$ cat src/rtl/cpu_pkg.sv
// Shared definitions for the 16-bit five-stage pipelined CPU.
package cpu_pkg;

    localparam int REG_W  = 4;
    localparam int ADDR_W = 16;

    typedef logic [REG_W-1:0]  reg_id_t;
    typedef logic [ADDR_W-1:0] addr_t;

    // A destination of NOREG means the instruction writes no register.
    localparam reg_id_t NOREG      = 4'hF;
    localparam addr_t   INT_VECTOR = 16'h0000;

endpackage

$ cat src/rtl/hazard_epc_reg.sv
// Exception PC register: captures the resume PC on every edge an interrupt
// request is high and emits a one-cycle "jump to vector" pulse.
module hazard_epc_reg
    import cpu_pkg::*;
(
    input  logic  clk,
    input  logic  rst_n,
    input  logic  capture,
    input  addr_t epc_next,
    output addr_t epc,
    output logic  int_taken
);

    always_ff @(posedge clk or negedge rst_n) begin
        if (!rst_n) begin
            epc       <= '0;
            int_taken <= 1'b0;
        end else begin
            if (capture) begin
                epc <= epc_next;
            end
            int_taken <= capture;
        end
    end

endmodule

$ cat src/rtl/hazard_unit.sv
// Hazard/control unit: load-use stalls, JR redirects, branch-prediction
// checks and interrupt flushes for the IF/ID/EX pipeline registers.
module hazard_unit
    import cpu_pkg::*;
(
    input  logic    CLK,
    input  logic    RST,
    input  logic    interception_i,
    input  logic    memtoreg_i,
    input  logic    memread_i,
    input  reg_id_t regsrc1_i,
    input  reg_id_t regsrc2_i,
    input  reg_id_t regdst_i,
    input  logic    isjump_i,
    output logic    jr_o,
    input  logic    ifbranch_i,
    input  logic    isbranch_i,
    input  logic    prediction_i,
    output logic    prewrong_o,
    output logic    precorrc_o,
    output logic    flush_if_o,
    output logic    flush_id_o,
    output logic    flush_ex_o,
    output logic    stall_o,
    output logic    isintzero_o,
    input  addr_t   epc_i,
    output addr_t   epc_o
);

    logic load_use;
    logic dst_valid;
    logic src_match;

    assign dst_valid = (regdst_i != NOREG);
    assign src_match = (regdst_i == regsrc1_i) || (regdst_i == regsrc2_i);
    assign load_use  = memread_i && memtoreg_i && dst_valid && src_match;

    // An interrupt or a mispredict discards whatever the stall or JR would
    // have preserved, so both lose priority to them.
    always_comb begin
        prewrong_o = isbranch_i && (ifbranch_i != prediction_i);
        precorrc_o = isbranch_i && (ifbranch_i == prediction_i);
        flush_if_o = prewrong_o || isjump_i || interception_i;
        flush_id_o = load_use || prewrong_o || interception_i;
        flush_ex_o = interception_i;
        stall_o    = load_use && !interception_i && !prewrong_o;
        jr_o       = isjump_i && !prewrong_o && !interception_i;
    end

    hazard_epc_reg u_epc_reg (
        .clk       (CLK),
        .rst_n     (RST),
        .capture   (interception_i),
        .epc_next  (epc_i),
        .epc       (epc_o),
        .int_taken (isintzero_o)
    );

endmodule

$ cat config.mk
export PLATFORM = sky130hd
export DESIGN_NAME = hazard_unit
export DESIGN_NICKNAME = d
export VERILOG_FILES = /design/src/rtl/cpu_pkg.sv /design/src/rtl/hazard_epc_reg.sv /design/src/rtl/hazard_unit.sv
export SDC_FILE = /design/constraint.sdc
export NUM_CORES = 1
export LEC_CHECK = 0
export ABC_AREA = 1
export CORE_UTILIZATION = 32
export DETAILED_ROUTE_END_ITERATION = 8
export MAX_ROUTING_LAYER = met4
export PLACE_DENSITY = 0.81
export REMOVE_ABC_BUFFERS = 1
export SETUP_SLACK_MARGIN = 0.2
export SYNTH_ARGS = -nofsm -noshare
export SYNTH_HDL_FRONTEND = slang
export SYNTH_HIERARCHICAL = 1
export SYNTH_SLANG_ARGS = --single-unit
$ cat constraint.sdc
create_clock -name CLK -period 0.8 [get_ports CLK]
set_clock_uncertainty 0.1 [all_clocks]
set_input_delay 0.08 -clock CLK [delete_from_list [all_inputs] [get_ports CLK]]
set_output_delay 0.08 -clock CLK [all_outputs]
set_load 0.01 [all_outputs]
==> flow_metrics.tcl, run 1 <==
set metrics [dict create \
    grt_pass1_vias 973 \
    stdcell_area_sq_um 1610 \
    cts_htree_levels 1 \
    numCtsBuffers 3 \
    via_count 994 \
    dieArea_sq_um 3070 \
    synthXorXnorAreaFrac_pct 0.959 \
    avgSynthCellArea_sq_um 7.08 \
    ys_ff_latch 17 \
    p_leak_nw 0.932 \
    grt_max_degree 19 \
    io_buffers 60 \
    n_antenna_cell 0 \
    fmax_ghz 0.995 \
    rsz0062_at_grt "true" \
    failed_checks "setup timing" \
    crit_type "flip-flop to primary output" \
    totalWireLength_microns 2450 \
    wire_per_inst_microns 10.5 \
    status "finished, violations left" \
    path_buf_inv 1 \
    antenna_found_initial 0 \
    synth.distinct_cells 14 \
    endpoint_kind "primary output" \
    clockBufferDepth 2 \
    vias_per_cell 4.25 \
    cts_sinks 17 \
    relSlewSlack_pct 86.3 \
    drtAntennaViolNets 0 \
    drt_iter0_markers 28 \
    placed_cell_area_sq_um 1580 \
    ir_worst_vdd_uv 1200 \
    hold_class "input port to asynchronous set/reset pin" \
    cp_cell_sequence "buf_2" \
    clockRootBuffer "clkbuf_4" \
    setup_slack_ps -205 \
    worstSetupStartpointType "flip-flop" \
    synth_simple_gate_area_share_pct 39.0 \
    die_h_microns 55.4 \
    cts_tree "built" \
    place_ws_ps -1070 \
    synth_top_family_by_area "simple AND/OR/NAND/NOR gates" \
    slowest_delay_ps 390 \
    initial_core_util_pct 33.4 \
    crit_family "flip-flops" \
    firstDrtPassIters 4 \
    synth_compound_area_share_pct 0 \
    die_w_microns 55.4 \
    grt_overflow_total 0 \
    cp_slowest_cell "dfrtp_1" \
    period_minus_slack_ps 1010 \
    yosys-top-cells-area "dfrtp_1 47%, nand2_1 30%, inv_1 6.2%" \
    hold_viol_final 0 \
    num_rows 19 \
    synth_area_leader_cell "dfrtp_1" \
    maxCapViolations 0 \
    drc 0 \
    grt_use_total_pct 17.5 \
    crit_required_ps 620 \
    num-nets-final 241 \
    core_area_sq_um 2730 \
    power_density_nw_per_um2 1320 \
    ys_seq_area_share_pct 46.6 \
    drv_slew 0 \
    yosysWarnings 6 \
    yosys.area_share.adder_pct 0 \
    drive_gt1_share_pct 42.4 \
    syn_inst 129 \
    fillCellCount 254 \
    synthMuxAreaShare_pct 0 \
    timing.final.crit_share_pct 126 \
    critPathMaxFanout 2 \
    synth_top_cell_area_share_pct 46.6 \
    hpwl_microns 1860 \
    setup_viol 27 \
    syn_area_sq_um 913 \
    syn_to_final_growth_pct 76.4 \
    cp.arrival_ps 830 \
    place_congestion 0.797 \
    grt_pass1_wl_microns 4120 \
    path_clk_slew_ps 90 \
    clk_latency_ps 280 \
    p_total_mw 2.12 \
    cts_hold_buffers 0 \
    pin_count 61 \
    max_slew.worst_pin.slew_ps 206 \
]
area by class of cell:
type                            count  area, sq um  share of cell area (%)
Multi-Input combinational cell     90          405                    25.2
Clock buffer                        4         26.3                    1.63
Inverter                           18         77.6                    4.81
Sequential cell                    17          425                    26.4
Timing Repair Buffer               74          638                    39.6
Tap cell                           31         38.8                    2.41
synth_stat cells:
master   number
nor2_1        6
buf_12        1
nor2_2        1
dfrtp_1      17
and3_1        1
inv_2         2
nand4_1       1
buf_4         1
buf_6         2
inv_6         1
nand2_2       6
inv_1        15
xor2_1        1
nand2_1      74
kinds of logic after synthesis:
logic type | count (synthesis)
XOR/XNOR | 1
buffers and inverters | 22
flip-flops | 17
AND/OR/NAND/NOR | 89
flip-flops by register name (all words and copies together), names as in the netlist:
register,cells
u_epc_reg/epc,16
u_epc_reg/int_taken,1
metal layers:
metal	global-route usage (%)	routed length, microns	vias up
met5	-	0	-
met4	7.50	63	0
met3	3.75	97	6
met2	29.9	1310	24
met1	19.6	978	446
li1	-	-	518
repair_timing:
item,in CTS,in global routing
endpoints found under the setup margin,41,39
buffers inserted,1,4
gates resized for setup,179,26
pin swaps,32,28
power by group:
group | internal (mW) | leakage (nW) | switching [mW] | total (mW)
logic | 0.393 | 0.711 | 0.308 | 0.701
clock network | 0.194 | 0.0150 | 0.258 | 0.452
registers | 0.933 | 0.207 | 0.0389 | 0.972
through the flow:
step / setup TNS, ps / std cells / utilization, % / hold WS, ps
detailed placement: -20440 / 225 / 57.9 / 332
finish: -4160 / 234 / 58.9 / 12.1
floorplan: 0 / 125 / - / -316
global route: -5430 / 234 / 58.9 / 0.724
global placement: -20150 / 225 / 57.9 / 329
CTS: -4310 / 230 / 54.7 / 6.52
worst paths after layout:
path	start	to	slack [ps]	depth (start not counted)
max	u_epc_reg/epc[3]$_DFFE_PN0P_	epc_o[3]	-210	1
min	RST	u_epc_reg/int_taken$_DFF_PN0_	10	2
max reg2reg	u_epc_reg/epc[14]$_DFFE_PN0P_	u_epc_reg/epc[14]$_DFFE_PN0P_	-120	4
min reg2reg	u_epc_reg/epc[9]$_DFFE_PN0P_	u_epc_reg/epc[9]$_DFFE_PN0P_	380	2
max in group asynchronous	RST	u_epc_reg/epc[4]$_DFFE_PN0P_	460	2
min in group CLK	interception_i	u_epc_reg/int_taken$_DFF_PN0_	160	3
cell usage in the layout, fill, tap and decap left out, drive strengths merged:
master	instances
nand2	80
and3	1
clkdlybuf4s50	17
dlygate4sd2	4
inv	18
xor2	1
dfrtp	17
clkbuf	4
nand4	1
nor2	7
buf	53
No activity file was read; power rests on OpenSTA's default activity.
==> inputs of run 2 (changes only) <==
--- a/config.mk
+++ b/config.mk
@@ -9,7 +9,7 @@
 export CORE_UTILIZATION = 32
 export DETAILED_ROUTE_END_ITERATION = 8
 export MAX_ROUTING_LAYER = met4
-export PLACE_DENSITY = 0.81
+export PLACE_DENSITY = 0.76
 export REMOVE_ABC_BUFFERS = 1
 export SETUP_SLACK_MARGIN = 0.2
 export SYNTH_ARGS = -nofsm -noshare
==> run 2 against run 1 <==
The flow still finishes with violations (setup timing). Clock-buffer cell count unchanged. Final cell count grew 0.85%. Worst setup slack got worse by 14 ps. Clock power barely moved. Critical path depth grew 6. Routed wire length rose by 3.6%. Register-to-register slack about the same. Global-route usage shrank 0.15 points. Critical path type is now input port to primary output.
==> flow_metrics.tcl, run 2 (synthesis results as in run 1) <==
set metrics [dict create \
    status "finished, violations left" \
    failed_checks "setup timing" \
    place_inst 226 \
    n_antenna_cell 0 \
    dieArea_sq_um 3070 \
    cts_tree "built" \
    num_rows 19 \
    place_congestion 0.821 \
    cts_htree_levels 1 \
    initial_core_util_pct 33.4 \
    reg_top3 "u_epc_reg/epc (16), u_epc_reg/int_taken (1)" \
    drtAntennaViolNets 0 \
    die_h_microns 55.4 \
    setup_slack_ps -219 \
    final_common_cell "nand2_1" \
    io_buffers 60 \
    worstSetupStartpointType "input port" \
    grt_pass1_vias 988 \
    endpoint_kind "primary output" \
    utilization_pct 61.1 \
    firstDrtPassIters 4 \
    hpwl_microns 1900 \
    core_area_sq_um 2730 \
    maxCapViolations 0 \
    period_minus_slack_ps 1020 \
    syn_to_final_growth_pct 83.0 \
    register_area_sq_um 425 \
    grt_use_total_pct 17.3 \
    drive_gt1_share_pct 38.0 \
    die_w_microns 55.4 \
    hold_viol_final 0 \
    num-nets-final 243 \
    totalWireLength_microns 2530 \
    drt_iter0_markers 26 \
    fillCellCount 252 \
    pin_count 61 \
    ir_worst_vdd_uv 938 \
    grt_overflow_total 0 \
    wire_per_inst_microns 10.7 \
    antenna_found_initial 0 \
    grt_pass1_wl_microns 4200 \
    drc 0 \
    power_density_nw_per_um2 1310 \
    p_leak_nw 0.960 \
    rsz0062_at_grt "true" \
    timing.final.crit_share_pct 127 \
    regMostFlops "u_epc_reg/epc" \
    crit_required_ps 620 \
    final_cell_mix "70 x nand2_1, 27 x buf_6, 20 x buf_2" \
    timing.rr.start "u_epc_reg/epc[6]$_DFFE_PN0P_" \
    r2r_slack_ps -120 \
    cts_sinks 17 \
    clk_latency_ps 280 \
    multi_input_area_sq_um 404 \
    max_slew.worst_pin.slew_ps 218 \
    fin_cells 236 \
    hold_class "input port to asynchronous set/reset pin" \
    grt_max_degree 19 \
    crit_type "input port to primary output" \
    numCtsBuffers 3 \
    fmax_ghz 0.981 \
    path_clk_slew_ps 100 \
    whs_ps 20.5 \
    cp.arrival_ps 840 \
    setup_viol 26 \
    drv_slew 0 \
    relSlewSlack_pct 85.4 \
    fin_setup_tns_ps -4380 \
    vias_per_cell 4.43 \
    via_count 1045 \
    largest_reg_flops 16 \
    clockBufferDepth 2 \
    clockRootBuffer "clkbuf_4" \
    cp-startpoint "prediction_i" \
    critPathMaxFanout 3 \
    p_total_mw 2.19 \
]
==> run 2: changes by cell type in the layout (fill, tap and decap cells not counted), moves of 2 or more <==
cell and delta:
inv_1 +3, nand2_2 -8, buf_6 +11, inv_4 -2, nand2_1 +8, buf_4 -5, buf_2 -4
==> run 2: final cells by class <==
type | count | share of cell area, %
clock buffers | 4 | 1.57
inverters | 18 | 4.34
multi-input cells | 90 | 24.2
flip-flops and latches | 17 | 25.4
well taps | 31 | 2.32
repair buffers | 76 | 42.1
==> run 2: stage by stage <==
| step | cell area, sq um | setup WS [ps] |
|---|---|---|
| after floorplan | 863 | 44.7 |
| after global placement | 1590 | -1060 |
| after detailed placement | 1590 | -1110 |
| final | 1670 | -219 |
| after CTS | 1560 | -218 |
| after global routing | 1670 | -260 |
==> run 2: path summary, 6_finish.rpt <==
path / endpoint / cells past startpoint
max: stall_o / 7
min: u_epc_reg/epc[13]$_DFFE_PN0P_ / 2
max reg2reg: u_epc_reg/epc[6]$_DFFE_PN0P_ / 4
min reg2reg: u_epc_reg/epc[8]$_DFFE_PN0P_ / 2
max in group asynchronous: u_epc_reg/epc[14]$_DFFE_PN0P_ / 2
min in group CLK: u_epc_reg/int_taken$_DFF_PN0_ / 3
==> run 2: what timing repair did <==
| action | 4_1_cts | 5_1_grt |
|---|---|---|
| setup buffers | 4 | 2 |
| pin swaps | 29 | 17 |
| setup endpoints to repair | 41 | 40 |
| resized for setup | 188 | 18 |
| endpoints found under the hold margin | 0 | 0 |
| hold buffers | 0 | 0 |
==> run 2: critical path, cell delays in order <==
cell     delay [ps]
buf_8           100
xor2_4          180
nand2_2          70
nand2_2          70
buf_6           120
nor2_2           80
buf_2           130
==> run 2: layer usage <==
| metal | part of all wire, % | global-route usage, % | routed length (microns) |
|---|---|---|---|
| met2 | 55 | 31.3 | 1390 |
| met5 | 0 | - | 0 |
| met4 | 1.4 | 4.29 | 36 |
| met1 | 40 | 20.1 | 1020 |
| met3 | 3.6 | 2.58 | 92 |
==> run 2: power by group <==
part / total, mW / internal [mW] / switching [mW] / leakage, nW
clock: 0.451 / 0.194 / 0.257 / 0.0150
sequential: 0.976 / 0.933 / 0.0431 / 0.207
combinational: 0.758 / 0.439 / 0.319 / 0.739
==> inputs of run 3 (changes only) <==
--- a/config.mk
+++ b/config.mk
@@ -6,7 +6,7 @@
 export NUM_CORES = 1
 export LEC_CHECK = 0
 export ABC_AREA = 1
-export CORE_UTILIZATION = 32
+export CORE_UTILIZATION = 31
 export DETAILED_ROUTE_END_ITERATION = 8
 export MAX_ROUTING_LAYER = met4
 export PLACE_DENSITY = 0.76
@@ -14,5 +14,5 @@
 export SETUP_SLACK_MARGIN = 0.2
 export SYNTH_ARGS = -nofsm -noshare
 export SYNTH_HDL_FRONTEND = slang
-export SYNTH_HIERARCHICAL = 1
 export SYNTH_SLANG_ARGS = --single-unit
+export TNS_END_PERCENT = 30
==> run 3 against run 2 <==
Clock power down 6.0%. Sequential cell count unchanged. The run still ends with setup timing left. Via count down 1.5%. Sequential share of layout area up 1.9 points. Combinational power down 13%. Critical path type unchanged. Non-clock buffer count down 2. Final cell count down 1.7%. Routed wire length down 5.2%.
==> flow_metrics.tcl, run 3 <==
set metrics [dict create \
    crit_family "buffers and inverters" \
    slowest_delay_ps 160 \
    yosysWarnings 0 \
    cp_slowest_cell "xor2_2" \
    endpoint_kind "primary output" \
    grt_pass1_wl_microns 3390 \
    timing.final.crit_share_pct 125 \
    pwr-share-clk_pct 20.6 \
    num-nets-final 240 \
    final_common_cell "nand2_1" \
    synth_top_cells_by_count "79 x nand2_1, 17 x dfrtp_1, 14 x inv_1" \
    reg_top3 "u_epc_reg.epc (16), u_epc_reg.int_taken (1)" \
    synth_area_leader_cell "dfrtp_1" \
    n_antenna_cell 0 \
    grt_overflow_total 0 \
    yosys-top-cells-area "dfrtp_1 49%, nand2_1 34%, inv_1 6.1%" \
    numCtsBuffers 3 \
    initial_core_util_pct 33.8 \
    drv_slew 0 \
    crit_required_ps 620 \
    period_minus_slack_ps 1000 \
    seqPwrFrac_pct 47.2 \
    wl_met1_microns 974 \
    syn_area_sq_um 867 \
    fmax_ghz 0.998 \
    pwr-share-comb_pct 32.2 \
    top_layer "met4" \
    ys_ff_latch 17 \
    setup_viol 26 \
    synth_flop_cell "dfrtp_1" \
    vias_per_cell 4.44 \
    clockRootBuffer "clkbuf_4" \
    critPathMaxFanout 3 \
    timing.rr.start "u_epc_reg.epc[0]$_DFFE_PN0P_" \
    grt_use_total_pct 16.3 \
    die_h_microns 54.9 \
    path_clk_slew_ps 90 \
    maxCapViolations 0 \
    hold_class "input port to asynchronous set/reset pin" \
    cts_tree "built" \
    syn_inst 128 \
    p_leak_nw 0.910 \
    relSlewSlack_pct 88.6 \
    wl_met3_microns 199 \
    avgSynthCellArea_sq_um 6.77 \
    status "finished, violations left" \
    totalWireLength_microns 2400 \
    crit_type "input port to primary output" \
    largest_reg_flops 16 \
    final_cell_mix "70 x nand2_1, 29 x buf_2, 17 x clkdlybuf4s50_1, 17 x dfrtp_1, 13 x buf_6" \
    drc 0 \
    dieArea_sq_um 3010 \
    worstSetupStartpointType "input port" \
    ir_worst_vdd_uv 1100 \
    wire_per_inst_microns 10.4 \
    core_area_sq_um 2570 \
    regMostFlops "u_epc_reg.epc" \
    max_slew.worst_pin.slew_ps 171 \
    stdcell_area_sq_um 1560 \
    cp.arrival_ps 820 \
    drt_iter0_markers 13 \
    via_count 1029 \
    hold_viol_final 0 \
    cpMostUsedCell "buf_6" \
    io_buffers 60 \
    synth_async_sr_flop_share_pct 100 \
    syn_to_final_growth_pct 79.4 \
    grt_max_degree 18 \
    firstDrtPassIters 4 \
    grt_pass1_vias 927 \
    synth.distinct_cells 12 \
    ys_seq_area_share_pct 49.1 \
    p_sw_mw 0.569 \
    cts_sinks 17 \
    routed-wl-met2_microns 1220 \
    failed_checks "setup timing" \
    place_congestion 0.660 \
    fin_cells 232 \
    die_w_microns 54.9 \
    place_inst 220 \
    hpwl_microns 1890 \
    power_density_nw_per_um2 1320 \
    switching_share_pct 27.6 \
    cts_htree_levels 1 \
    yosys.cell_count.top_type "nand2_1" \
    synth_edf_count 0 \
    drive_gt1_share_pct 39.1 \
    synth_top_cell_area_share_pct 49.1 \
    setup_slack_ps -202 \
    internal_power_mw 1.49 \
    placed_cell_area_sq_um 1540 \
    num_rows 18 \
    clockBufferDepth 2 \
    rsz0062_at_grt "true" \
    drtAntennaViolNets 0 \
    pin_count 61 \
    cp_cell_sequence "buf_6, xor2_2, nand2_1, nand2_2, buf_6, nor2_4, buf_6" \
    path_buf_inv 3 \
    antenna_found_initial 0 \
    clk_latency_ps 270 \
    cp-startpoint "ifbranch_i" \
]
[run 3: power by group through the flow]
stage                     clock network [mW]  registers [mW]  logic, mW
after floorplan                            0            1.02      0.163
after global placement                     0           0.988      0.655
after detailed placement                   0           0.991      0.673
after CTS                              0.438           0.971      0.615
after global routing                   0.486           0.978      0.728
final                                  0.424           0.970      0.663
[run 3: path summary, 6_finish.rpt]
kind,endpoint,cells past startpoint,slack [ps]
setup / recovery,stall_o,7,-200
hold / removal,u_epc_reg.epc[6]$_DFFE_PN0P_,2,30
setup reg to reg,u_epc_reg.epc[0]$_DFFE_PN0P_,3,-40
hold reg to reg,u_epc_reg.epc[8]$_DFFE_PN0P_,2,370
max in group asynchronous,u_epc_reg.epc[2]$_DFFE_PN0P_,2,450
min in group CLK,u_epc_reg.int_taken$_DFF_PN0_,3,160
[run 3: logic make-up after synthesis]
family	share of synthesized area (%)
AND/OR/NAND/NOR	39.7
XOR/XNOR	1.01
buffers and inverters	10.2
flip-flops	49.1
[run 3: what timing repair did]
item / 4_1_cts / 5_1_grt
setup endpoints to repair: 41 / 40
buffers inserted: 5 / 3
hold buffers: 0 / 0
resized for setup: 179 / 19
pin swaps: 37 / 24
[run 3: layout make-up]
type / count / area, sq um
tap: 30 / 37.5
inverter: 17 / 63.8
multi-input combinational: 90 / 395
fill: 239 / 1010
timing repair buffer: 74 / 607
sequential: 17 / 425
clock buffer: 4 / 26.3
[run 3: through the flow]
step / TNS (ps) / hold slack [ps] / total power [mW] / util [%] / worst slack, ps
detailed placement: -17040 / 332 / 1.66 / 59.9 / -1050
finish: -3940 / 26.2 / 2.06 / 60.6 / -202
global route: -5020 / 19.3 / 2.19 / 60.6 / -254
floorplan: 0 / -316 / 1.19 / - / 44.4
CTS: -4050 / 27.2 / 2.02 / 57.5 / -208
global placement: -16600 / 326 / 1.64 / 59.9 / -1010
[run 3: metal layers]
metal	global-route usage (%)	vias to the layer above
met4	5.13	0
met3	1.94	2
met5	-	-
met2	31.3	47
li1	-	516
met1	16.8	464
